`src/rtl/control_unit_if.sv`:
```
// -----------------------------------------------------------------------------
// control_unit_if
//   Bundles the instruction fields, the ALU zero flag and every control output
//   exchanged between the multi-cycle control unit and the datapath.
//
//   Modports:
//     master : the control unit -- reads instruction fields and flag_zero,
//              drives mux selects, read/write enables and stage-enable pulses.
//     slave  : the datapath side -- the mirror image of master.
//
//   Signals:
//     InstructionType[1:0]  instruction type (00 R, 01 J, 10 I, 11 S)
//     FunctionCode[4:0]     function code within the type
//     StopBit               instruction bit 31, return-from-call request
//     flag_zero             ALU zero flag
//     sig_alu_op[2:0], sig_pc_src[1:0], sig_rb_src, sig_alu_src[1:0],
//     sig_rf_enable_write, sig_enable_data_memory_write,
//     sig_enable_data_memory_read, sig_write_back_data_select,
//     en_instruction_fetch, en_instruction_decode, en_execute
// -----------------------------------------------------------------------------
interface control_unit_if;
  logic [1:0] InstructionType;
  logic [4:0] FunctionCode;
  logic       StopBit;
  logic       flag_zero;

  logic [2:0] sig_alu_op;
  logic [1:0] sig_pc_src;
  logic       sig_rb_src;
  logic [1:0] sig_alu_src;
  logic       sig_rf_enable_write;
  logic       sig_enable_data_memory_write;
  logic       sig_enable_data_memory_read;
  logic       sig_write_back_data_select;
  logic       en_instruction_fetch;
  logic       en_instruction_decode;
  logic       en_execute;

  modport master (
    input  InstructionType, FunctionCode, StopBit, flag_zero,
    output sig_alu_op, sig_pc_src, sig_rb_src, sig_alu_src,
           sig_rf_enable_write, sig_enable_data_memory_write,
           sig_enable_data_memory_read, sig_write_back_data_select,
           en_instruction_fetch, en_instruction_decode, en_execute
  );

  modport slave (
    output InstructionType, FunctionCode, StopBit, flag_zero,
    input  sig_alu_op, sig_pc_src, sig_rb_src, sig_alu_src,
           sig_rf_enable_write, sig_enable_data_memory_write,
           sig_enable_data_memory_read, sig_write_back_data_select,
           en_instruction_fetch, en_instruction_decode, en_execute
  );
endinterface

```
`src/rtl/control_unit.sv`:
```
// -----------------------------------------------------------------------------
// control_unit
//   Multi-cycle control unit for the 32-bit RISC processor. Sequences each
//   instruction through FETCH, DECODE, EXECUTE, MEM and WB, emits one-cycle
//   stage-enable pulses, decodes type/function into datapath selects and picks
//   the next-PC source (using flag_zero for BEQ).
//
//   Ports:
//     clock    in  system clock, rising-edge active
//     reset_n  in  asynchronous active-low reset
//     bus      control_unit_if.master (instruction fields in, controls out)
//
//   Configuration macro:
//     CONTROL_UNIT_STOP_RETURN_EN  when defined, StopBit=1 on a non-jump,
//                                  non-taken instruction selects pc_src 11.
//                                  When undefined StopBit is ignored.
// -----------------------------------------------------------------------------
module control_unit (
  input  logic           clock,
  input  logic           reset_n,
  control_unit_if.master bus
);

  typedef enum logic [2:0] {FETCH, DECODE, EXECUTE, MEM, WB} state_e;
  typedef enum logic [2:0] {CLS_NOP, CLS_ALU, CLS_LW, CLS_SW, CLS_BEQ, CLS_JUMP} cls_e;

  typedef struct packed {
    cls_e       cls;
    logic [2:0] alu_op;
    logic [1:0] alu_src;
    logic       rb_src;
    logic       wb_sel;
  } decode_t;

  localparam logic [1:0] TYPE_R = 2'b00;
  localparam logic [1:0] TYPE_J = 2'b01;
  localparam logic [1:0] TYPE_I = 2'b10;
  localparam logic [1:0] TYPE_S = 2'b11;

  localparam logic [2:0] OP_AND = 3'b000;
  localparam logic [2:0] OP_ADD = 3'b001;
  localparam logic [2:0] OP_SUB = 3'b010;
  localparam logic [2:0] OP_SLL = 3'b100;
  localparam logic [2:0] OP_SLR = 3'b101;

  localparam logic [1:0] SRC_SA   = 2'b00;
  localparam logic [1:0] SRC_BUSB = 2'b01;
  localparam logic [1:0] SRC_SIMM = 2'b10;
  localparam logic [1:0] SRC_UIMM = 2'b11;

  localparam logic [1:0] PC_SEQ    = 2'b00;
  localparam logic [1:0] PC_BRANCH = 2'b01;
  localparam logic [1:0] PC_JUMP   = 2'b10;
`ifdef CONTROL_UNIT_STOP_RETURN_EN
  localparam logic [1:0] PC_RETURN = 2'b11;
`endif

  localparam decode_t DEC_RESET = '{cls: CLS_NOP, alu_op: OP_AND, alu_src: SRC_BUSB,
                                    rb_src: 1'b0, wb_sel: 1'b0};

  state_e     state_q, state_d;
  logic       run_q;        // low until the first edge after reset release
  decode_t    dec_q, dec_d;
  logic [1:0] pc_src_q, pc_src_d;
  logic       last_state;
`ifdef CONTROL_UNIT_STOP_RETURN_EN
  logic       stop_q;
`endif

  // Instruction decode from the raw fields; captured on the edge leaving FETCH
  // so the selects are stable from DECODE through the final state.
  // NOTE: every always_comb output gets a default first so no path can leave
  // it unassigned and infer a latch.
  always_comb begin
    dec_d = DEC_RESET;
    case (bus.InstructionType)
      TYPE_R: begin
        if (bus.FunctionCode <= 5'd3) begin
          dec_d.cls    = CLS_ALU;
          dec_d.alu_op = {1'b0, bus.FunctionCode[1:0]};  // AND, ADD, SUB, CMP
        end
      end
      TYPE_I: begin
        case (bus.FunctionCode)
          5'd0: begin dec_d.cls = CLS_ALU; dec_d.alu_op = OP_AND; dec_d.alu_src = SRC_UIMM; end
          5'd1: begin dec_d.cls = CLS_ALU; dec_d.alu_op = OP_ADD; dec_d.alu_src = SRC_SIMM; end
          5'd2: begin
            dec_d.cls     = CLS_LW;
            dec_d.alu_op  = OP_ADD;
            dec_d.alu_src = SRC_SIMM;
            dec_d.wb_sel  = 1'b1;
          end
          5'd3: begin
            dec_d.cls     = CLS_SW;
            dec_d.alu_op  = OP_ADD;
            dec_d.alu_src = SRC_SIMM;
            dec_d.rb_src  = 1'b1;
          end
          5'd4: begin
            dec_d.cls     = CLS_BEQ;
            dec_d.alu_op  = OP_SUB;
            dec_d.rb_src  = 1'b1;
          end
          default: dec_d = DEC_RESET;
        endcase
      end
      TYPE_J: begin
        if (bus.FunctionCode <= 5'd1) dec_d.cls = CLS_JUMP;
      end
      TYPE_S: begin
        if (bus.FunctionCode <= 5'd3) begin
          dec_d.cls     = CLS_ALU;
          dec_d.alu_op  = bus.FunctionCode[0] ? OP_SLR : OP_SLL;
          // Funcs 2/3 are the variable forms that shift by Rs2 on BusB.
          dec_d.alu_src = bus.FunctionCode[1] ? SRC_BUSB : SRC_SA;
        end
      end
      default: dec_d = DEC_RESET;
    endcase
  end

  // Stage sequencing; the path depends on the instruction class captured at
  // the end of FETCH.
  always_comb begin
    state_d = state_q;
    if (run_q) begin
      case (state_q)
        FETCH:   state_d = DECODE;
        DECODE:  state_d = (dec_q.cls inside {CLS_JUMP, CLS_NOP}) ? FETCH : EXECUTE;
        EXECUTE: begin
          case (dec_q.cls)
            CLS_ALU:        state_d = WB;
            CLS_LW, CLS_SW: state_d = MEM;
            default:        state_d = FETCH;
          endcase
        end
        MEM:     state_d = (dec_q.cls == CLS_LW) ? WB : FETCH;
        WB:      state_d = FETCH;
        default: state_d = FETCH;
      endcase
    end
  end

  assign last_state = run_q && (state_q != FETCH) && (state_d == FETCH);

  // Next-PC source, decided in the instruction's last state and held until the
  // next instruction ends. flag_zero is therefore sampled on the edge leaving
  // EXECUTE, which is BEQ's last state.
  always_comb begin
    pc_src_d = pc_src_q;
    if (last_state) begin
      if (dec_q.cls == CLS_JUMP)                     pc_src_d = PC_JUMP;
      else if (dec_q.cls == CLS_BEQ && bus.flag_zero) pc_src_d = PC_BRANCH;
`ifdef CONTROL_UNIT_STOP_RETURN_EN
      else if (stop_q)                               pc_src_d = PC_RETURN;
`endif
      else                                           pc_src_d = PC_SEQ;
    end
  end

  // NOTE: sequential state is updated with non-blocking assignments only, so
  // every register samples the pre-edge values regardless of statement order.
  always_ff @(posedge clock or negedge reset_n) begin
    if (!reset_n) begin
      state_q  <= FETCH;
      run_q    <= 1'b0;
      dec_q    <= DEC_RESET;
      pc_src_q <= PC_SEQ;
`ifdef CONTROL_UNIT_STOP_RETURN_EN
      stop_q   <= 1'b0;
`endif
    end else begin
      run_q    <= 1'b1;
      state_q  <= state_d;
      pc_src_q <= pc_src_d;
      if (run_q && state_q == FETCH) begin
        dec_q  <= dec_d;
`ifdef CONTROL_UNIT_STOP_RETURN_EN
        stop_q <= bus.StopBit;
`endif
      end
    end
  end

  // Enables come straight from the state register, gated by run_q so they are
  // all low during reset and drop the instant reset_n falls.
  assign bus.en_instruction_fetch         = run_q && (state_q == FETCH);
  assign bus.en_instruction_decode        = run_q && (state_q == DECODE);
  assign bus.en_execute                   = run_q && (state_q == EXECUTE);
  assign bus.sig_rf_enable_write          = run_q && (state_q == WB);
  assign bus.sig_enable_data_memory_read  = run_q && (state_q == MEM) && (dec_q.cls == CLS_LW);
  assign bus.sig_enable_data_memory_write = run_q && (state_q == MEM) && (dec_q.cls == CLS_SW);

  assign bus.sig_alu_op                 = dec_q.alu_op;
  assign bus.sig_alu_src                = dec_q.alu_src;
  assign bus.sig_rb_src                 = dec_q.rb_src;
  assign bus.sig_write_back_data_select = dec_q.wb_sel;
  assign bus.sig_pc_src                 = pc_src_q;

endmodule

```
`src/flat_wrapper.sv`:
```
// flat-port wrapper written by rule: the top's interface ports become plain ports
module control_unit_flat 
  (clock, reset_n, bus_InstructionType, bus_FunctionCode, bus_StopBit, bus_flag_zero, bus_sig_alu_op, bus_sig_pc_src, bus_sig_rb_src, bus_sig_alu_src, bus_sig_rf_enable_write, bus_sig_enable_data_memory_write, bus_sig_enable_data_memory_read, bus_sig_write_back_data_select, bus_en_instruction_fetch, bus_en_instruction_decode, bus_en_execute);
  control_unit_if bus_i ();
  input  logic clock;
  input  logic reset_n;
  input wire logic [$bits(bus_i.InstructionType)-1:0] bus_InstructionType;
  input wire logic [$bits(bus_i.FunctionCode)-1:0] bus_FunctionCode;
  input wire logic [$bits(bus_i.StopBit)-1:0] bus_StopBit;
  input wire logic [$bits(bus_i.flag_zero)-1:0] bus_flag_zero;
  output wire logic [$bits(bus_i.sig_alu_op)-1:0] bus_sig_alu_op;
  output wire logic [$bits(bus_i.sig_pc_src)-1:0] bus_sig_pc_src;
  output wire logic [$bits(bus_i.sig_rb_src)-1:0] bus_sig_rb_src;
  output wire logic [$bits(bus_i.sig_alu_src)-1:0] bus_sig_alu_src;
  output wire logic [$bits(bus_i.sig_rf_enable_write)-1:0] bus_sig_rf_enable_write;
  output wire logic [$bits(bus_i.sig_enable_data_memory_write)-1:0] bus_sig_enable_data_memory_write;
  output wire logic [$bits(bus_i.sig_enable_data_memory_read)-1:0] bus_sig_enable_data_memory_read;
  output wire logic [$bits(bus_i.sig_write_back_data_select)-1:0] bus_sig_write_back_data_select;
  output wire logic [$bits(bus_i.en_instruction_fetch)-1:0] bus_en_instruction_fetch;
  output wire logic [$bits(bus_i.en_instruction_decode)-1:0] bus_en_instruction_decode;
  output wire logic [$bits(bus_i.en_execute)-1:0] bus_en_execute;
  assign bus_i.InstructionType = bus_InstructionType;
  assign bus_i.FunctionCode = bus_FunctionCode;
  assign bus_i.StopBit = bus_StopBit;
  assign bus_i.flag_zero = bus_flag_zero;
  assign bus_sig_alu_op = bus_i.sig_alu_op;
  assign bus_sig_pc_src = bus_i.sig_pc_src;
  assign bus_sig_rb_src = bus_i.sig_rb_src;
  assign bus_sig_alu_src = bus_i.sig_alu_src;
  assign bus_sig_rf_enable_write = bus_i.sig_rf_enable_write;
  assign bus_sig_enable_data_memory_write = bus_i.sig_enable_data_memory_write;
  assign bus_sig_enable_data_memory_read = bus_i.sig_enable_data_memory_read;
  assign bus_sig_write_back_data_select = bus_i.sig_write_back_data_select;
  assign bus_en_instruction_fetch = bus_i.en_instruction_fetch;
  assign bus_en_instruction_decode = bus_i.en_instruction_decode;
  assign bus_en_execute = bus_i.en_execute;
  control_unit u_core (.clock(clock), .reset_n(reset_n), .bus(bus_i));
endmodule
```
`config.mk`:
```
export PLATFORM = sky130hd
export DESIGN_NAME = control_unit_flat
export DESIGN_NICKNAME = d
export VERILOG_FILES = /design/src/rtl/control_unit_if.sv /design/src/rtl/control_unit.sv /design/src/flat_wrapper.sv
export SDC_FILE = /design/constraint.sdc
export NUM_CORES = 1
export LEC_CHECK = 0
export CORE_UTILIZATION = 40
export DETAILED_ROUTE_END_ITERATION = 8
export PLACE_DENSITY = 0.69
export SYNTH_ARGS = -nofsm -noshare
export SYNTH_HDL_FRONTEND = slang
export SYNTH_SLANG_ARGS = --single-unit
```
`constraint.sdc`:
```
create_clock -name clock -period 3.2 [get_ports clock]
set_input_delay 0.96 -clock clock [delete_from_list [all_inputs] [get_ports clock]]
set_output_delay 0.96 -clock clock [all_outputs]
set_load 0.005 [all_outputs]
```
Yosys cells after proc, flatten, opt, wreduce, memory -nomap -nowiden. Index checks and enable logic that the tools add are counted.

Flip-flop bits (word level): 16.

Magnitude comparators: 2. Eq/ne operators: 16. Multiplexer cells: 20. Reductions and logical operators: 20.

Operators by type and width (number): $pmux W6 S5 (1); $pmux W3 S4 (2); $eq A3 B2 Y1 const B (4); $eq A5 B2 Y1 const B (2); $logic_and A1 B1 Y1 (10); $eq A3 B3 Y1 const B (3); $logic_not A3 Y1 (3); $mux W3 (3); $pmux W3 S3 (1); $pmux W2 S2 (2); $eq A3 B1 Y1 const B (2); $mux W2 (3); $mux W6 (1); $pmux W3 S2 (1); $eq A5 B1 Y1 const B (1); $eq A5 B3 Y1 const B (1); $le A5 B1 Y1 const B (1); $le A5 B2 Y1 const B (1); $logic_not A5 Y1 (1); $mux W1 (5); $eq A2 B2 Y1 const B (2); $mux W4 (1); $reduce_or A2 Y1 (2); $reduce_bool A3 Y1 (1); 4 further kinds (4).

Logic depth before layout (Yosys ltp). Gate-level depths: netlist (run 1).

Depth in word-level cells: 7. Depth in mapped cells: 5. Depth with buffers taken out: 5.

Worst setup path before layout (run 1). No wires, ideal clock.

Path kind: register to output. Start: register u_core.run_q. End: output port bus_sig_enable_data_memory_read. Arrival time: 1082 ps. Data required time: 2240 ps. Setup slack: 1158 ps. Cell stages (with the launch flop): 5. Path buffers: 0. Cell sequence: dfrtp_1 > nor2b_1 > nand2_1 > or3_1 > nor2_1.

Cells in the longest elaborated chain, start to end: 2.

RTL lines: start: declaration (line control_unit.sv:62) `logic run_q;`; start signal: assignment (line control_unit.sv:166) `run_q <= 1'b0;`; start signal: assignment (line control_unit.sv:173) `run_q <= 1'b1;`; $logic_and A1 B1 Y1 (2 in series) (line control_unit.sv:191) `assign bus.sig_enable_data_memory_read = run_q && (state_q == MEM) && (dec_q.cls == CLS_LW);`; end: declaration (line flat_wrapper.sv:17) `output wire logic [$bits(bus_i.sig_enable_data_memory_read)-1:0] bus_sig_enable_data_memory_read;`.

No other way between the ends.

Worst setup path after layout (run 1).
Start: register u_core.run_q. End: output port bus_sig_enable_data_memory_write.

Cells in the longest elaborated chain, start to end: 2.

RTL lines: $logic_and A1 B1 Y1 (2 in series) (line control_unit.sv:192) `assign bus.sig_enable_data_memory_write = run_q && (state_q == MEM) && (dec_q.cls == CLS_SW);`; end: declaration (line flat_wrapper.sv:16) `output wire logic [$bits(bus_i.sig_enable_data_memory_write)-1:0] bus_sig_enable_data_memory_write;`.

No other way between the ends.

==> impl_metrics.tcl, run 1 <==
set metrics [dict create \
    grt_usage_pct 16.2 \
    ys_ff_latch 16 \
    port_buffers 24 \
    tritoncts "yes" \
    post-cts-setup-buffers 0 \
    pin_count 26 \
    path_max_fanout 9 \
    crit_type "flop to output pin" \
    dr.pass1.iters 4 \
    status "finished clean" \
    min_path_type "flop to flop" \
    dp_hpwl_um 1280 \
    power.internal_mw 0.343 \
    power_density_nw_per_um2 428 \
    yosysTopAreaCell "dfrtp_1" \
    yosysSeqAreaShare_pct 44.8 \
    ir_drop_v 0.000243 \
    finalSetupViolations 0 \
    slowest_delay_ns 0.50 \
    worstPathArrival_ns 1.94 \
    swShare_pct 31.2 \
    cpMaxStageDelayCell "clkdlybuf4s50_1" \
    yosysWarnings 0 \
    drtAntennaViolNets 0 \
    hold_path.startpoint "u_core.bus.sig_alu_src[1]$_DFFE_PN0P_" \
    path_cells "nor2b_1, nand2_1, or3_1, nor2_1, clkdlybuf4s50_1" \
    clock.fmax_ghz 0.344 \
    maxSlewHeadroom_pct 50.9 \
    rr_endpoint "u_core.bus.sig_pc_src[0]$_DFFE_PN0P_" \
    row_count 16 \
    synthTopCellsByCount "nand2_1, dfrtp_1, nor2_1, buf_4, o21ai_0" \
    dp_cells 146 \
    cts_made_buffers 3 \
    cts_max_path_buffers 2 \
    start_util_pct 43.9 \
    fin_cells 150 \
    cp_num_buf_inv 1 \
    fp.dieArea_sq_um 2430 \
    grt_pass1_wl_um 3020 \
    grt_overflow_total 0 \
    grt_pass1_vias 679 \
    cts_resized 0 \
    final_hold_viol_count 0 \
    antenna_cells 0 \
    grt_setup_unrepaired "no" \
    nets 135 \
    synthFlopType "dfrtp_1" \
    cts_hold_buf 0 \
    root_buffer "clkbuf_4" \
    path_depth 5 \
    finalCriticalPeriod_ns 2.90 \
    yosysMostFrequentCell "nand2_1" \
    synthesis.area_sq_um 896 \
    whs_path_depth 2 \
    routed_wl_um 1720 \
    skew_ns 0.0104 \
    die_y_um 49.3 \
    area_delta_synth_final_pct 30.2 \
    rr_worst_depth 5 \
    final_util_pct 57.1 \
    drt_iter0_markers 15 \
    timing.rr.start "u_core.dec_q[7]$_DFFE_PN0P_" \
    clock_sinks 16 \
    design_area_sq_um 1170 \
    wire_per_inst_um 11.5 \
    end_kind "output pin" \
    fillers 211 \
    tightest_slew_ns 0.734 \
    antenna_found_initial 0 \
    synth_top_area_share_pct 41.9 \
    critPathTopFamily "simple AND/OR/NAND/NOR gates" \
    hold_end "u_core.bus.sig_alu_src[1]$_DFFE_PN0P_" \
    drc 0 \
    maxCapViolations 0 \
    p_switching_mw 0.156 \
    async_flop_share_pct 100 \
    met1_usage_pct 20.4 \
    via_per_inst 5.18 \
    worstPathRequired_ns 2.24 \
    power_frac_comb_pct 28.4 \
    reg2reg_slack_ns 1.36 \
    die_x_um 49.3 \
    grt.busiest_layer "met2" \
    seqPwrFrac_pct 49.7 \
    startpoint_type "flop" \
    final_layout_size_suffix_gt1_share_pct 8.13 \
    report.final.slew_viol_count 0 \
    core-area_sq_um 2040 \
    clockPowerShare_pct 21.9 \
    tns_ns 0 \
    finalCritPeriodShare_pct 90.8 \
    synth_edf_count 0 \
    gp_congestion 0.820 \
    placed_area_sq_um 1140 \
    avgSynthCellArea_sq_um 8.96 \
    synth_cell_types 32 \
    synthCells 100 \
    grtUsageMet2_pct 27.4 \
    grt_util_met3_pct 3.12 \
    vias 777 \
    yosys-top-cells-area "dfrtp_1, nand2_1, buf_4" \
    p_leak_nw 0.480 \
    ctsHtreeMaxLevel 1 \
    path_clk_slew_ns 0.08 \
    synth_fp_nets 111 \
    insertion_delay_ns 0.28 \
    grt_max_degree 17 \
]
==> area by class of cell <==
| type | count | area (sq um) | share of cell area [%] |
|---|---|---|---|
| Clock buffer | 4 | 26.3 | 2.25 |
| Inverter | 3 | 11.3 | 0.966 |
| Multi-Input combinational cell | 74 | 438 | 37.6 |
| Sequential cell | 16 | 402 | 34.4 |
| Tap cell | 27 | 33.8 | 2.90 |
| Timing Repair Buffer | 26 | 255 | 21.9 |
==> through the flow <==
step | setup slack (ns) | power [mW] | hold slack [ns]
after floorplan | 1.16 | 0.331 | 0.450
after global placement | 0.604 | 0.392 | 0.465
after CTS | 0.281 | 0.505 | 0.495
after global routing | 0.145 | 0.538 | 0.506
after detailed placement | 0.595 | 0.394 | 0.472
final | 0.296 | 0.499 | 0.492
==> flip-flops by register name, summed over array words and instances (netlist names) <==
register,count
u_core.bus.sig_alu_src,2
u_core.bus.sig_alu_op,3
u_core.run_q,1
u_core.state_q,3
u_core.dec_q,3
u_core.bus.sig_pc_src,2
u_core.bus.sig_write_back_data_select,1
u_core.bus.sig_rb_src,1
==> power by group through the flow <==
stage,registers (mW),logic (mW),clock network [mW]
6_report,0.248,0.142,0.110
5_1_grt,0.252,0.159,0.128
4_1_cts,0.248,0.144,0.114
3_5_place_dp,0.252,0.143,0
3_3_place_gp,0.251,0.140,0
2_1_floorplan,0.245,0.0864,0
==> cell usage in the layout (no fill, tap or decap) <==
cell             synthesis  final
mux2_1                   2      2
a41oi_1                  1      1
mux2_2                   1      1
clkdlybuf4s50_1          0     24
and4bb_2                 1      1
or2b_1                   1      1
and3b_1                  2      2
nand3_1                  2      2
nor2b_1                  3      3
a21oi_1                  3      3
a22oi_1                  2      2
nor4b_1                  1      1
and3_1                   1      1
a31oi_1                  2      2
a211oi_1                 1      1
or3_1                    1      1
nor3_1                   3      3
clkbuf_1                 2      1
nor3b_1                  1      1
nor2_1                   9      9
inv_1                    3      3
conb_1                   1      1
nor4bb_1                 1      1
nor4b_2                  1      1
dfrtp_1                 15     15
o21ai_0                  5      5
clkbuf_4                 0      3
nand2_1                 17     17
buf_4                    5      2
nand2b_1                 4      4
o21ai_1                  4      4
o31ai_1                  3      3
dfstp_2                  1      1
o311ai_2                 1      1
==> layer usage <==
metal | vias to the layer above | wire [um]
li1 | 399 | -
met1 | 353 | 798
met2 | 23 | 835
met3 | 2 | 81
met4 | 0 | 6
met5 | - | 0
==> worst max path at each step <==
stage                                 from                                to  slack [ns]
finish              u_core.run_q$_DFF_PN0_  bus_sig_enable_data_memory_write        0.30
global route        u_core.run_q$_DFF_PN0_  bus_sig_enable_data_memory_write        0.14
detailed placement  u_core.run_q$_DFF_PN0_  bus_sig_enable_data_memory_write        0.59
floorplan           u_core.run_q$_DFF_PN0_   bus_sig_enable_data_memory_read        1.16
CTS                 u_core.run_q$_DFF_PN0_  bus_sig_enable_data_memory_write        0.28
global placement    u_core.run_q$_DFF_PN0_  bus_sig_enable_data_memory_write        0.60
==> worst min-delay path, cell delays in order (launching register included) <==
cell,delay (ns)
dfrtp_1,0.35
nand2_1,0.05
o21ai_0,0.06
==> cells by family after synthesis <==
family                 synth area share (%)
AND/OR/NAND/NOR                        28.8
multiplexers                           3.77
AO/OA/AOI/OAI                          15.9
buffers and inverters                  6.29
flip-flops                             44.8
other                                 0.419
Power figures use the tool's default switching activity.
==> run 2, diff against run 1 <==
--- a/config.mk
+++ b/config.mk
@@ -5,9 +5,11 @@
 export SDC_FILE = /design/constraint.sdc
 export NUM_CORES = 1
 export LEC_CHECK = 0
-export CORE_UTILIZATION = 40
+export ABC_AREA = 1
+export CORE_UTILIZATION = 52
+export CTS_BUF_LIST = sky130_fd_sc_hd__clkbuf_8
 export DETAILED_ROUTE_END_ITERATION = 8
-export PLACE_DENSITY = 0.69
+export PLACE_DENSITY = 0.86
 export SYNTH_ARGS = -nofsm -noshare
 export SYNTH_HDL_FRONTEND = slang
 export SYNTH_SLANG_ARGS = --single-unit
==> impl_metrics.tcl, run 2 <==
set metrics [dict create \
    status "finished clean" \
    ir_drop_v 0.000600 \
    drc 0 \
    finalCritPeriodShare_pct 85.0 \
    grt_max_degree 17 \
    power_density_nw_per_um2 607 \
    cts_resized 0 \
    tns_ns 0 \
    die_y_um 43.7 \
    final_hold_viol_count 0 \
    insertion_delay_ns 0.25 \
    yosysTopAreaCell "dfrtp_1" \
    antenna_cells 0 \
    synth_top_area_share_pct 41.4 \
    worstPathRequired_ns 2.24 \
    antenna_found_initial 0 \
    synthCells 123 \
    ys_ff_latch 16 \
    report.final.slew_viol_count 0 \
    grt_pass1_vias 809 \
    synth_edf_count 0 \
    tritoncts "yes" \
    whs_ns 0.473 \
    grt_pass1_wl_um 3370 \
    layout_common_cells "nand2_1, clkdlybuf4s50_1, nor2_1, dfrtp_1, inv_1" \
    crit_path_start "u_core.state_q[0]$_DFF_PN0_" \
    via_per_inst 5.41 \
    synth_fp_nets 134 \
    die_x_um 43.7 \
    crit_type "flop to output pin" \
    min_path_type "flop to flop" \
    cts_max_path_buffers 2 \
    grt_usage_pct 24.3 \
    start_util_pct 58.1 \
    synthesis.area_sq_um 906 \
    drtAntennaViolNets 0 \
    gp_congestion 0.860 \
    yosysSeqAreaShare_pct 44.3 \
    rr_endpoint "u_core.bus.sig_pc_src[1]$_DFFE_PN0P_" \
    slowest_delay_ns 0.51 \
    area_delta_synth_final_pct 30.9 \
    skew_ns 0.00109 \
    worstPathArrival_ns 1.76 \
    grt_overflow_total 0 \
    ctsHtreeMaxLevel 1 \
    mostFrequentLayoutCell "nand2_1" \
    tightest_slew_ns 0.689 \
    placed_area_sq_um 1130 \
    maxSlewHeadroom_pct 53.9 \
    design_area_sq_um 1190 \
    cpMaxStageDelayCell "clkdlybuf4s50_1" \
    pre_cts_slack_ns 0.776 \
    root_buffer "clkbuf_8" \
    yosysMostFrequentCell "nand2_1" \
    pin_count 26 \
    maxCapViolations 0 \
    timing.rr.start "u_core.state_q[2]$_DFF_PN0_" \
    clock.fmax_ghz 0.368 \
    startpoint_type "flop" \
    path_clk_slew_ns 0.06 \
    finalCriticalPeriod_ns 2.72 \
    final_layout_size_suffix_gt1_share_pct 10.3 \
    cts_made_buffers 3 \
    drt_iter0_markers 26 \
    end_kind "output pin" \
    yosysWarnings 0 \
    fp.dieArea_sq_um 1910 \
    worstSetupEndpoint "bus_en_instruction_fetch" \
    nets 158 \
    synth_cell_types 24 \
    setup_ws_ns 0.480 \
    post-cts-setup-buffers 0 \
    routed_wl_um 1880 \
    grt_setup_unrepaired "no" \
    synthTopCellsByCount "nand2_1, dfrtp_1, nor2_1, inv_1" \
    reg2reg_slack_ns 1.85 \
    yosys-top-cells-area "dfrtp_1, nand2_1, nor2_1" \
    port_buffers 24 \
    clock_sinks 16 \
    path_max_fanout 12 \
    dp_hpwl_um 1490 \
    path_cells "nor2_1, nand3_1, buf_4, inv_2, clkdlybuf4s50_1" \
    vias 876 \
    cts_hold_buf 0 \
    wire_per_inst_um 11.6 \
    rr_worst_depth 9 \
    synthFlopType "dfrtp_1" \
    core-area_sq_um 1560 \
    dr.pass1.iters 4 \
    p_leak_nw 0.575 \
    finalSetupViolations 0 \
    avgSynthCellArea_sq_um 7.36 \
    row_count 14 \
    async_flop_share_pct 100 \
]
-- run 2: changes by cell type after synthesis, moves of 4 or more --
cell      before  now
inv_1          3   14
nand2_1       17   29
nand2b_1       4    0
nand3_1        2    7
nor2_1         9   15
nor3_1         3    7
-- run 2: power by group --
part / leakage, nW / internal [mW] / total, mW / switching, mW
clock network: 0.0288 / 0.109 / 0.178 / 0.0684
logic: 0.335 / 0.117 / 0.252 / 0.135
registers: 0.211 / 0.245 / 0.291 / 0.0457
total: 0.575 / 0.471 / 0.721 / 0.250
-- run 2: cell type report --
| type | count | area, sq um |
|---|---|---|
| Fill cell | 125 | 373 |
| Timing Repair Buffer | 25 | 248 |
| Tap cell | 16 | 20.0 |
| Clock buffer | 4 | 55.1 |
| Sequential cell | 16 | 402 |
| Multi-Input combinational cell | 84 | 398 |
| Inverter | 17 | 63.8 |
-- run 2: routing by layer --
metal / GRT usage (%) / routed length, um / vias up
met5: 0 / 0 / -
met4: 10.6 / 25 / 0
met3: 5.83 / 111 / 4
met2: 39.7 / 916 / 30
met1: 30.6 / 829 / 400
li1: - / - / 442
-- run 2: cells by family (layout without fill, tap and decap cells) --
| group | count (synthesis) | after routing | synth area share (%) |
|---|---|---|---|
| simple gates | 66 | 66 | 31.5 |
| other cells | 1 | 1 | 0.414 |
| flops | 16 | 16 | 44.3 |
| compound gates | 17 | 17 | 12.0 |
| buf+inv | 23 | 46 | 11.7 |
-- run 2: critical path, delay by kind of cell, from the launching register on --
| kind | cells | cell delay, ns |
|---|---|---|
| buffers and inverters | 3 | 0.80 |
| DFF | 1 | 0.45 |
| and+or+nand+nor | 2 | 0.25 |
-- run 2: worst min-delay path by stage --
stage / from / slack, ns / cells past startpoint / end
2_1_floorplan: u_core.bus.sig_alu_op[0]$_DFFE_PN0P_ / 0.45 / 2 / u_core.bus.sig_alu_op[0]$_DFFE_PN0P_
3_3_place_gp: u_core.bus.sig_pc_src[1]$_DFFE_PN0P_ / 0.46 / 2 / u_core.bus.sig_pc_src[1]$_DFFE_PN0P_
3_5_place_dp: u_core.bus.sig_pc_src[0]$_DFFE_PN0P_ / 0.46 / 2 / u_core.bus.sig_pc_src[0]$_DFFE_PN0P_
4_1_cts: u_core.bus.sig_pc_src[0]$_DFFE_PN0P_ / 0.48 / 2 / u_core.bus.sig_pc_src[0]$_DFFE_PN0P_
5_1_grt: u_core.bus.sig_alu_op[2]$_DFFE_PN0P_ / 0.50 / 2 / u_core.bus.sig_alu_op[2]$_DFFE_PN0P_
6_report: u_core.bus.sig_pc_src[0]$_DFFE_PN0P_ / 0.47 / 2 / u_core.bus.sig_pc_src[0]$_DFFE_PN0P_
-- run 2: through the flow --
| step | power, mW | instances | util, % |
|---|---|---|---|
| after detailed placement | 0.544 | 158 | 72.6 |
| after global routing | 0.772 | 162 | 76.1 |
| after floorplan | 0.451 | 123 | - |
| after CTS | 0.725 | 162 | 76.1 |
| final | 0.721 | 162 | 76.1 |
| after global placement | 0.531 | 158 | 72.6 |
==> run 3, diff against run 2 <==
--- a/config.mk
+++ b/config.mk
@@ -6,10 +6,8 @@
 export NUM_CORES = 1
 export LEC_CHECK = 0
 export ABC_AREA = 1
-export CORE_UTILIZATION = 52
-export CTS_BUF_LIST = sky130_fd_sc_hd__clkbuf_8
+export CORE_UTILIZATION = 35
 export DETAILED_ROUTE_END_ITERATION = 8
-export PLACE_DENSITY = 0.86
 export SYNTH_ARGS = -nofsm -noshare
 export SYNTH_HDL_FRONTEND = slang
 export SYNTH_SLANG_ARGS = --single-unit
==> impl_metrics.tcl, run 3 (same netlist as run 2, synthesis figures left out) <==
set metrics [dict create \
    status "finished clean" \
    grt_setup_unrepaired "no" \
    vias 866 \
    final_hold_viol_count 0 \
    grt_usage_pct 16.2 \
    crit_type "flop to output pin" \
    routed_wl_um 1890 \
    finalSetupViolations 0 \
    path_clk_slew_ns 0.09 \
    drtAntennaViolNets 0 \
    core-area_sq_um 2450 \
    port_buffers 24 \
    insertion_delay_ns 0.28 \
    whs_path_depth 2 \
    tns_ns 0 \
    skew_ns 0.00787 \
    start_util_pct 36.9 \
    reg2reg_slack_ns 1.84 \
    pre_cts_slack_ns 0.761 \
    cts_hold_buf 0 \
    finalCritPeriodShare_pct 86.6 \
    maxSlewHeadroom_pct 51.5 \
    drc 0 \
    root_buffer "clkbuf_4" \
    dp_cells 172 \
    rr_endpoint "u_core.bus.sig_write_back_data_select$_DFFE_PN0P_" \
    fp.dieArea_sq_um 2800 \
    nets 158 \
    row_count 18 \
    clock.fmax_ghz 0.361 \
    min_path_type "flop to flop" \
    whs_ns 0.476 \
    power_density_nw_per_um2 549 \
    end_kind "output pin" \
    antenna_found_initial 0 \
    maxCapViolations 0 \
    grt_max_degree 17 \
    timing.rr.start "u_core.state_q[0]$_DFF_PN0_" \
    rr_worst_depth 6 \
    worstPathArrival_ns 1.81 \
    gp_congestion 0.820 \
    fin_cells 176 \
    tritoncts "yes" \
    antenna_cells 0 \
    dr.pass1.iters 4 \
    cts_made_buffers 3 \
    grt_pass1_wl_um 3280 \
    setup_ws_ns 0.429 \
    layout_common_cells "nand2_1, clkdlybuf4s50_1, nor2_1, dfrtp_1, inv_1" \
    clock_sinks 16 \
    final_layout_size_suffix_gt1_share_pct 9.59 \
    via_per_inst 4.92 \
    path_max_fanout 12 \
    die_x_um 52.9 \
    pin_count 26 \
    startpoint_type "flop" \
    cts_max_path_buffers 2 \
    grt_overflow_total 0 \
    tightest_slew_ns 0.726 \
    wire_per_inst_um 10.8 \
    grt_pass1_vias 809 \
    cts_resized 0 \
    p_leak_nw 0.561 \
    ir_drop_v 0.000300 \
    dp_hpwl_um 1440 \
    finalCriticalPeriod_ns 2.77 \
    area_delta_synth_final_pct 29.7 \
    mostFrequentLayoutCell "nand2_1" \
    report.final.slew_viol_count 0 \
    worstPathRequired_ns 2.24 \
    post-cts-setup-buffers 0 \
    hold_end "u_core.bus.sig_pc_src[1]$_DFFE_PN0P_" \
    ctsHtreeMaxLevel 1 \
    drt_iter0_markers 18 \
    die_y_um 52.9 \
    hold_path.startpoint "u_core.bus.sig_pc_src[1]$_DFFE_PN0P_" \
]
-- run 3: metrics by stage --
step | instance area, sq um | utilization [%] | power, mW
after detailed placement | 1150 | 46.8 | 0.539
after global routing | 1170 | 47.9 | 0.701
final | 1170 | 47.9 | 0.645
after CTS | 1170 | 47.9 | 0.653
after global placement | 1150 | 46.8 | 0.537
after floorplan | 906 | - | 0.451
-- run 3: worst max-delay path by stage --
stage	slack, ns	end	from
3_3_place_gp	0.74	bus_en_instruction_fetch	u_core.state_q[0]$_DFF_PN0_
3_5_place_dp	0.76	bus_en_instruction_fetch	u_core.state_q[0]$_DFF_PN0_
6_report	0.43	bus_en_instruction_fetch	u_core.state_q[0]$_DFF_PN0_
4_1_cts	0.42	bus_en_instruction_fetch	u_core.state_q[0]$_DFF_PN0_
2_1_floorplan	1.38	bus_sig_enable_data_memory_read	u_core.state_q[0]$_DFF_PN0_
5_1_grt	0.31	bus_sig_enable_data_memory_read	u_core.state_q[0]$_DFF_PN0_
-- run 3: critical path, stage by stage (launching register included) --
cell and delay [ns]:
dfrtp_1 0.46, nor2_1 0.16, nand3_1 0.09, buf_4 0.19, inv_2 0.11, clkdlybuf4s50_1 0.52
-- run 3: power by group --
part / total [mW] / internal, mW / switching, mW
logic: 0.249 / 0.117 / 0.131
registers: 0.287 / 0.244 / 0.0423
clock network: 0.109 / 0.0483 / 0.0611
total: 0.645 / 0.410 / 0.235
-- run 3: per-layer routing --
layer	up-vias	track usage, %	part of all wire, %
li1	438	-	-
met1	401	20.4	47
met2	25	27.2	47
met3	2	2.59	5.7
met4	0	6.58	0.53
met5	-	0	0
-- run 3: area by class of cell --
type | instances | area (sq um)
clock buffers | 4 | 26.3
flip-flops and latches | 16 | 402
fillers | 265 | 1280
repair buffers | 25 | 248
well taps | 30 | 37.5
inverters | 17 | 63.8
multi-input cells | 84 | 398
